### src/rtl/matrix_scan_capture.sv
// Receive side of the LED-matrix scan link: filters the multiplexed row/col
// drive lines and rebuilds a gs x gs frame, committed atomically on completion.
module matrix_scan_capture #(
    parameter int unsigned gs      = 8,
    parameter int unsigned STABLE  = 4,
    parameter int unsigned TIMEOUT = 4096
) (
    input  logic                 clk_i,
    input  logic                 reset_i,
    input  logic                 e_cap_i,
    input  logic [gs-1:0]        col_val_i,
    input  logic [gs-1:0]        row_val_i,
    output logic [gs*gs-1:0]     matrix_o,
    output logic                 d_cap_o,
    output logic                 err_o,
    output logic [7:0]           frame_cnt_o
);

    localparam int unsigned TW = (TIMEOUT > 1) ? $clog2(TIMEOUT) : 1;
    localparam int unsigned SW = $clog2(STABLE + 1);
    localparam int unsigned RW = (gs > 1) ? $clog2(gs) : 1;

    typedef enum logic [2:0] {
        S_IDLE,
        S_SCAN,
        S_COMMIT,
        S_DONE,
        S_DONE_HOLD
    } state_t;

    state_t           state_q, state_d;
    logic [gs-1:0]    prev_row_q, prev_col_q;
    logic [SW-1:0]    stab_q, stab_d;
    logic [TW-1:0]    tmo_q;
    logic [gs-1:0]    mask_q;
    logic [gs-1:0]    shadow_q [gs];

    logic             scan_c, start_c, commit_c;
    logic             same_c, accept_c;
    logic             row_zero_c, row_onehot_c;
    logic [RW-1:0]    row_idx_c;
    logic             mask_full_c, tmo_hit_c, tmo_evt_c, multi_c;

    // State register
    always_ff @(posedge clk_i) begin
        if (reset_i) state_q <= S_IDLE;
        else         state_q <= state_d;
    end

    // Next-state logic; dropping enable aborts a frame from any state
    always_comb begin
        state_d = state_q;
        case (state_q)
            S_IDLE:      if (e_cap_i) state_d = S_SCAN;
            S_SCAN: begin
                if (!e_cap_i)         state_d = S_IDLE;
                else if (mask_full_c) state_d = S_COMMIT;
            end
            S_COMMIT:    state_d = S_DONE;
            S_DONE:      state_d = e_cap_i ? S_DONE_HOLD : S_IDLE;
            S_DONE_HOLD: state_d = e_cap_i ? S_SCAN : S_IDLE;
            default:     state_d = S_IDLE;
        endcase
    end

    // Control strobes decoded from state
    always_comb begin
        scan_c   = (state_q == S_SCAN);
        commit_c = (state_q == S_COMMIT);
        start_c  = e_cap_i && ((state_q == S_IDLE) || (state_q == S_DONE_HOLD));
    end

    // Row decode: one-hot check and lowest-index priority encoder
    always_comb begin
        row_zero_c   = (row_val_i == '0);
        row_onehot_c = !row_zero_c && ((row_val_i & (row_val_i - gs'(1))) == '0);
        row_idx_c    = '0;
        for (int i = int'(gs) - 1; i >= 0; i--) begin
            if (row_val_i[i]) row_idx_c = RW'(i);
        end
    end

    // Stability filter: accept once when an unchanged pair reaches STABLE cycles
    always_comb begin
        same_c = (row_val_i == prev_row_q) && (col_val_i == prev_col_q);
        if (same_c) stab_d = (stab_q == SW'(STABLE)) ? stab_q : stab_q + SW'(1);
        else        stab_d = SW'(1);
        accept_c    = scan_c && (stab_d == SW'(STABLE)) && !(same_c && (stab_q == SW'(STABLE)));
        mask_full_c = &mask_q;
        tmo_hit_c   = (tmo_q == TW'(TIMEOUT - 1));
        tmo_evt_c   = scan_c && e_cap_i && !mask_full_c && tmo_hit_c;
        multi_c     = accept_c && !row_zero_c && !row_onehot_c;
    end

    // Previous-pair and run-length registers; the run restarts outside SCAN
    always_ff @(posedge clk_i) begin
        if (reset_i) begin
            prev_row_q <= '0;
            prev_col_q <= '0;
            stab_q     <= '0;
        end else begin
            prev_row_q <= row_val_i;
            prev_col_q <= col_val_i;
            stab_q     <= scan_c ? stab_d : '0;
        end
    end

    // Shadow frame, captured-row mask and frame timeout counter
    always_ff @(posedge clk_i) begin
        if (reset_i) begin
            mask_q <= '0;
            tmo_q  <= '0;
            for (int r = 0; r < int'(gs); r++) shadow_q[r] <= '0;
        end else if (start_c) begin
            mask_q <= '0;
            tmo_q  <= '0;
        end else if (commit_c) begin
            tmo_q  <= '0;
        end else if (scan_c) begin
            if (accept_c && row_onehot_c) shadow_q[row_idx_c] <= col_val_i;
            if (tmo_evt_c) begin
                mask_q <= '0;
                tmo_q  <= '0;
            end else begin
                tmo_q <= tmo_q + TW'(1);
                if (accept_c && row_onehot_c) mask_q[row_idx_c] <= 1'b1;
            end
        end
    end

    // Registered outputs: atomic frame commit, done pulse, counter, sticky error
    always_ff @(posedge clk_i) begin
        if (reset_i) begin
            matrix_o    <= '0;
            d_cap_o     <= 1'b0;
            err_o       <= 1'b0;
            frame_cnt_o <= '0;
        end else begin
            d_cap_o <= commit_c;
            if (commit_c) begin
                for (int r = 0; r < int'(gs); r++) matrix_o[r*gs +: gs] <= shadow_q[r];
                frame_cnt_o <= frame_cnt_o + 8'd1;
            end
            if (tmo_evt_c || multi_c) err_o <= 1'b1;
        end
    end

endmodule

### config.mk
export PLATFORM = sky130hd
export DESIGN_NAME = matrix_scan_capture
export DESIGN_NICKNAME = d
export VERILOG_FILES = /design/src/rtl/matrix_scan_capture.sv
export SDC_FILE = /design/constraint.sdc
export NUM_CORES = 1
export LEC_CHECK = 0
export BUFFER_PORTS_ARGS = -buffer_cell sky130_fd_sc_hd__buf_2
export CORE_ASPECT_RATIO = 0.75
export CORE_MARGIN = 4
export CORE_UTILIZATION = 55
export CTS_BUF_LIST = sky130_fd_sc_hd__clkbuf_8
export CTS_CLUSTER_SIZE = 10
export DETAILED_ROUTE_END_ITERATION = 10
export GPL_TIMING_DRIVEN = 0
export PLACE_DENSITY = 0.88
export SYNTH_ARGS = -nofsm -noshare
export SYNTH_HDL_FRONTEND = slang
export SYNTH_SLANG_ARGS = --single-unit
### constraint.sdc
create_clock -name clk_i -period 9.8 [get_ports clk_i]
set_clock_uncertainty 0.2 [all_clocks]
set_input_delay 2.45 -clock clk_i [delete_from_list [all_inputs] [get_ports clk_i]]
set_output_delay 2.45 -clock clk_i [all_outputs]
set_load 0.05 [all_outputs]
==> flow_metrics.tcl <==
set metrics [dict create \
    run_status "complete, no violations" \
    vias 5447 \
    drt-total-wl_um 16400 \
    gp_congestion 0.888 \
    grt_util_all_layers_pct 22.1 \
    grt-ovfl-total 0 \
    preCtsSetupSlack_ns 4.19 \
    io_pins 93 \
    hold_class "reg2reg" \
    chipWidth_um 140 \
    ys_types 55 \
    critPathBufInv 1 \
    die_area_mm2 0.0150 \
    fin_nets 829 \
    nFillCells 958 \
    placement.io_buffers 77 \
    drcViolationCount 0 \
    cp-startpoint "col_val_i[3]" \
    clock-sinks 180 \
    reg2reg_depth 6 \
    syn_inst 709 \
    cts-root-buf "clkbuf_8" \
    drive_gt1_share_pct 18.3 \
    cap_violations 0 \
    leakage_uw 0.00331 \
    drt-wirelength-per-cell_um 16.6 \
    finalWorstPathRequiredPeriod_ns 5.20 \
    numCtsBuffers 17 \
    synthFlopType "dfxtp_1" \
    setup_viol 0 \
    slowest_delay_ns 0.96 \
    synth_edf_count 64 \
    avgSynthCellArea_um2 10.1 \
    htreeDepth 4 \
    hold_buffers 0 \
    die_y_um 107 \
    area_growth_pct 15.0 \
    slew_headroom_pct 31.9 \
    firstDrtPassIters 5 \
    core-area_mm2 0.0125 \
    cts_setup_buffers 0 \
    critPathKind "in2reg" \
    slew_viol_final 0 \
    grt_pass1_vias 5086 \
    end_kind "flip-flop" \
    clk_latency_ns 0.45 \
    power_density_mw_per_mm2 173 \
    final.period_utilization_pct 53.1 \
    first_iter_violations 590 \
    yosys_warnings 0 \
    yosysTopAreaCellShare_pct 32.4 \
    peakVddDrop_v 0.000116 \
    setup_slack_ns 4.60 \
    worst_path_max_delay_cell "o41ai_2" \
    cp_num_cells 6 \
    hold_viol 0 \
    regToRegStartpoint "state_q[2]" \
    antenna_found_initial 0 \
    cp-endpoint "shadow_q[2][6]" \
    fmax_ghz 0.192 \
    ant_nets 0 \
    cp_data_required_time_ns 9.68 \
    synth_fp_nets 732 \
    cts_buffer_depth 2 \
    yosys-top-cells-count "nand2_1, dfxtp_1, a21oi_1" \
    cts_tree "built" \
    crit_family "simple AND/OR/NAND/NOR gates" \
    cp.arrival_ns 5.08 \
    synth_area_leaders "dfxtp_1, edfxtp_1, nand2_1" \
    num_rows 35 \
    worst_slew_pin_slew_ns 1.01 \
    synth_top_area_cell "dfxtp_1" \
    synth_seq_cells 180 \
    tns_ns 0 \
    crit_chain "buf_1 -> xnor2_1 -> nand4_1 -> nor4_4 -> nand2_4 -> o41ai_2" \
    clk_pin_slew_ns 0.10 \
    start_util_pct 57.3 \
    viasPerCell 5.53 \
    diodes 0 \
    syn_area_mm2 0.00718 \
    grt_max_degree 18 \
    cts-resized-gates 0 \
    reg2reg_to "shadow_q[2][6]" \
    async_flop_share_pct 0 \
    seq_area_frac_synth_pct 59.1 \
    final_util_pct 65.9 \
    crit_fanout 10 \
    hold_slack_ns 0.258 \
    hpwlAfterDp_um 11500 \
    cp-start-kind "primary input" \
    yosysMostFrequentCell "nand2_1" \
    grt_pass1_wl_um 26400 \
    reg2reg_slack_ns 6.68 \
    rsz0062_at_grt "false" \
]
through the flow:
| stage | power [µW] | cells | instance area (µm²) |
|---|---|---|---|
| after CTS | 1430 | 985 | 8250 |
| final | 1430 | 985 | 8250 |
| after global placement | 866 | 952 | 7770 |
| after floorplan | 849 | 709 | 7180 |
| after detailed placement | 869 | 953 | 7790 |
| after global routing | 1480 | 985 | 8250 |
worst min path at each step:
stage                            start  cells past startpoint  slack [ns]            to
after floorplan              mask_q[0]                      1        0.24     mask_q[0]
after global placement    matrix_o[43]                      2        0.24  matrix_o[43]
after detailed placement  matrix_o[35]                      2        0.24  matrix_o[35]
final                     matrix_o[26]                      2        0.26  matrix_o[26]
after CTS                 matrix_o[35]                      2        0.26  matrix_o[35]
after global routing      matrix_o[46]                      2        0.27  matrix_o[46]
flip-flops by register name, indices dropped and copies added, names as in the netlist:
name / flops
tmo_q: 12
matrix_o: 64
shadow_q: 64
d_cap_o: 1
prev_col_q: 8
frame_cnt_o: 8
err_o: 1
mask_q: 8
state_q: 3
prev_row_q: 8
stab_q: 3
cell families after synthesis:
group,share of synthesized area [%]
fa+ha+maj,0.837
flops,59.1
mux,0.139
simple gates,23.5
xor+xnor,4.76
compound gates,8.35
buf+inv,3.31
tightest hold or removal path: cells and delay by family (launching register included):
kind / cells / cell delay [ns]
flip-flops: 1 / 0.31
AND/OR/NAND/NOR: 1 / 0.05
AO/OA/AOI/OAI: 1 / 0.05
layout by cell type (no fill, tap or decap), drive strengths merged, types with 7 or more instances in the layout:
cell / Yosys / final
clkbuf: 33 / 50
inv: 7 / 12
nor4: 7 / 7
xor2: 12 / 12
edfxtp: 64 / 64
and3: 51 / 51
and2: 17 / 17
nand2: 144 / 144
nor2: 48 / 48
nor2b: 16 / 16
xnor2: 27 / 27
nand4: 13 / 13
nand3: 8 / 8
buf: 16 / 94
o21a: 9 / 9
a21oi: 70 / 70
dfxtp: 116 / 116
power breakdown:
part	total, µW	switching (µW)	internal [µW]
clock network	575	269	306
logic	63.8	44.5	19.3
registers	790	5.52	784
total	1430	319	1110
layout make-up:
cell class / instances / area [µm²] / area share, %
buffer: 49 / 211 / 2.56
clock buffer: 17 / 234 / 2.83
clock inverter: 15 / 226 / 2.74
inverter: 7 / 26.3 / 0.318
multi-input combinational: 473 / 2710 / 32.8
sequential: 180 / 4240 / 51.4
tap: 166 / 208 / 2.52
timing repair buffer: 78 / 393 / 4.76
routing by layer:
metal | up-vias | global-route usage (%) | wire (µm)
li1 | 2603 | - | -
met1 | 2585 | 31.3 | 7290
met2 | 240 | 34.8 | 7390
met3 | 19 | 5.62 | 1490
met4 | 0 | 4.43 | 189
met5 | - | 0 | 0
(Power assumes the default switching activity.)
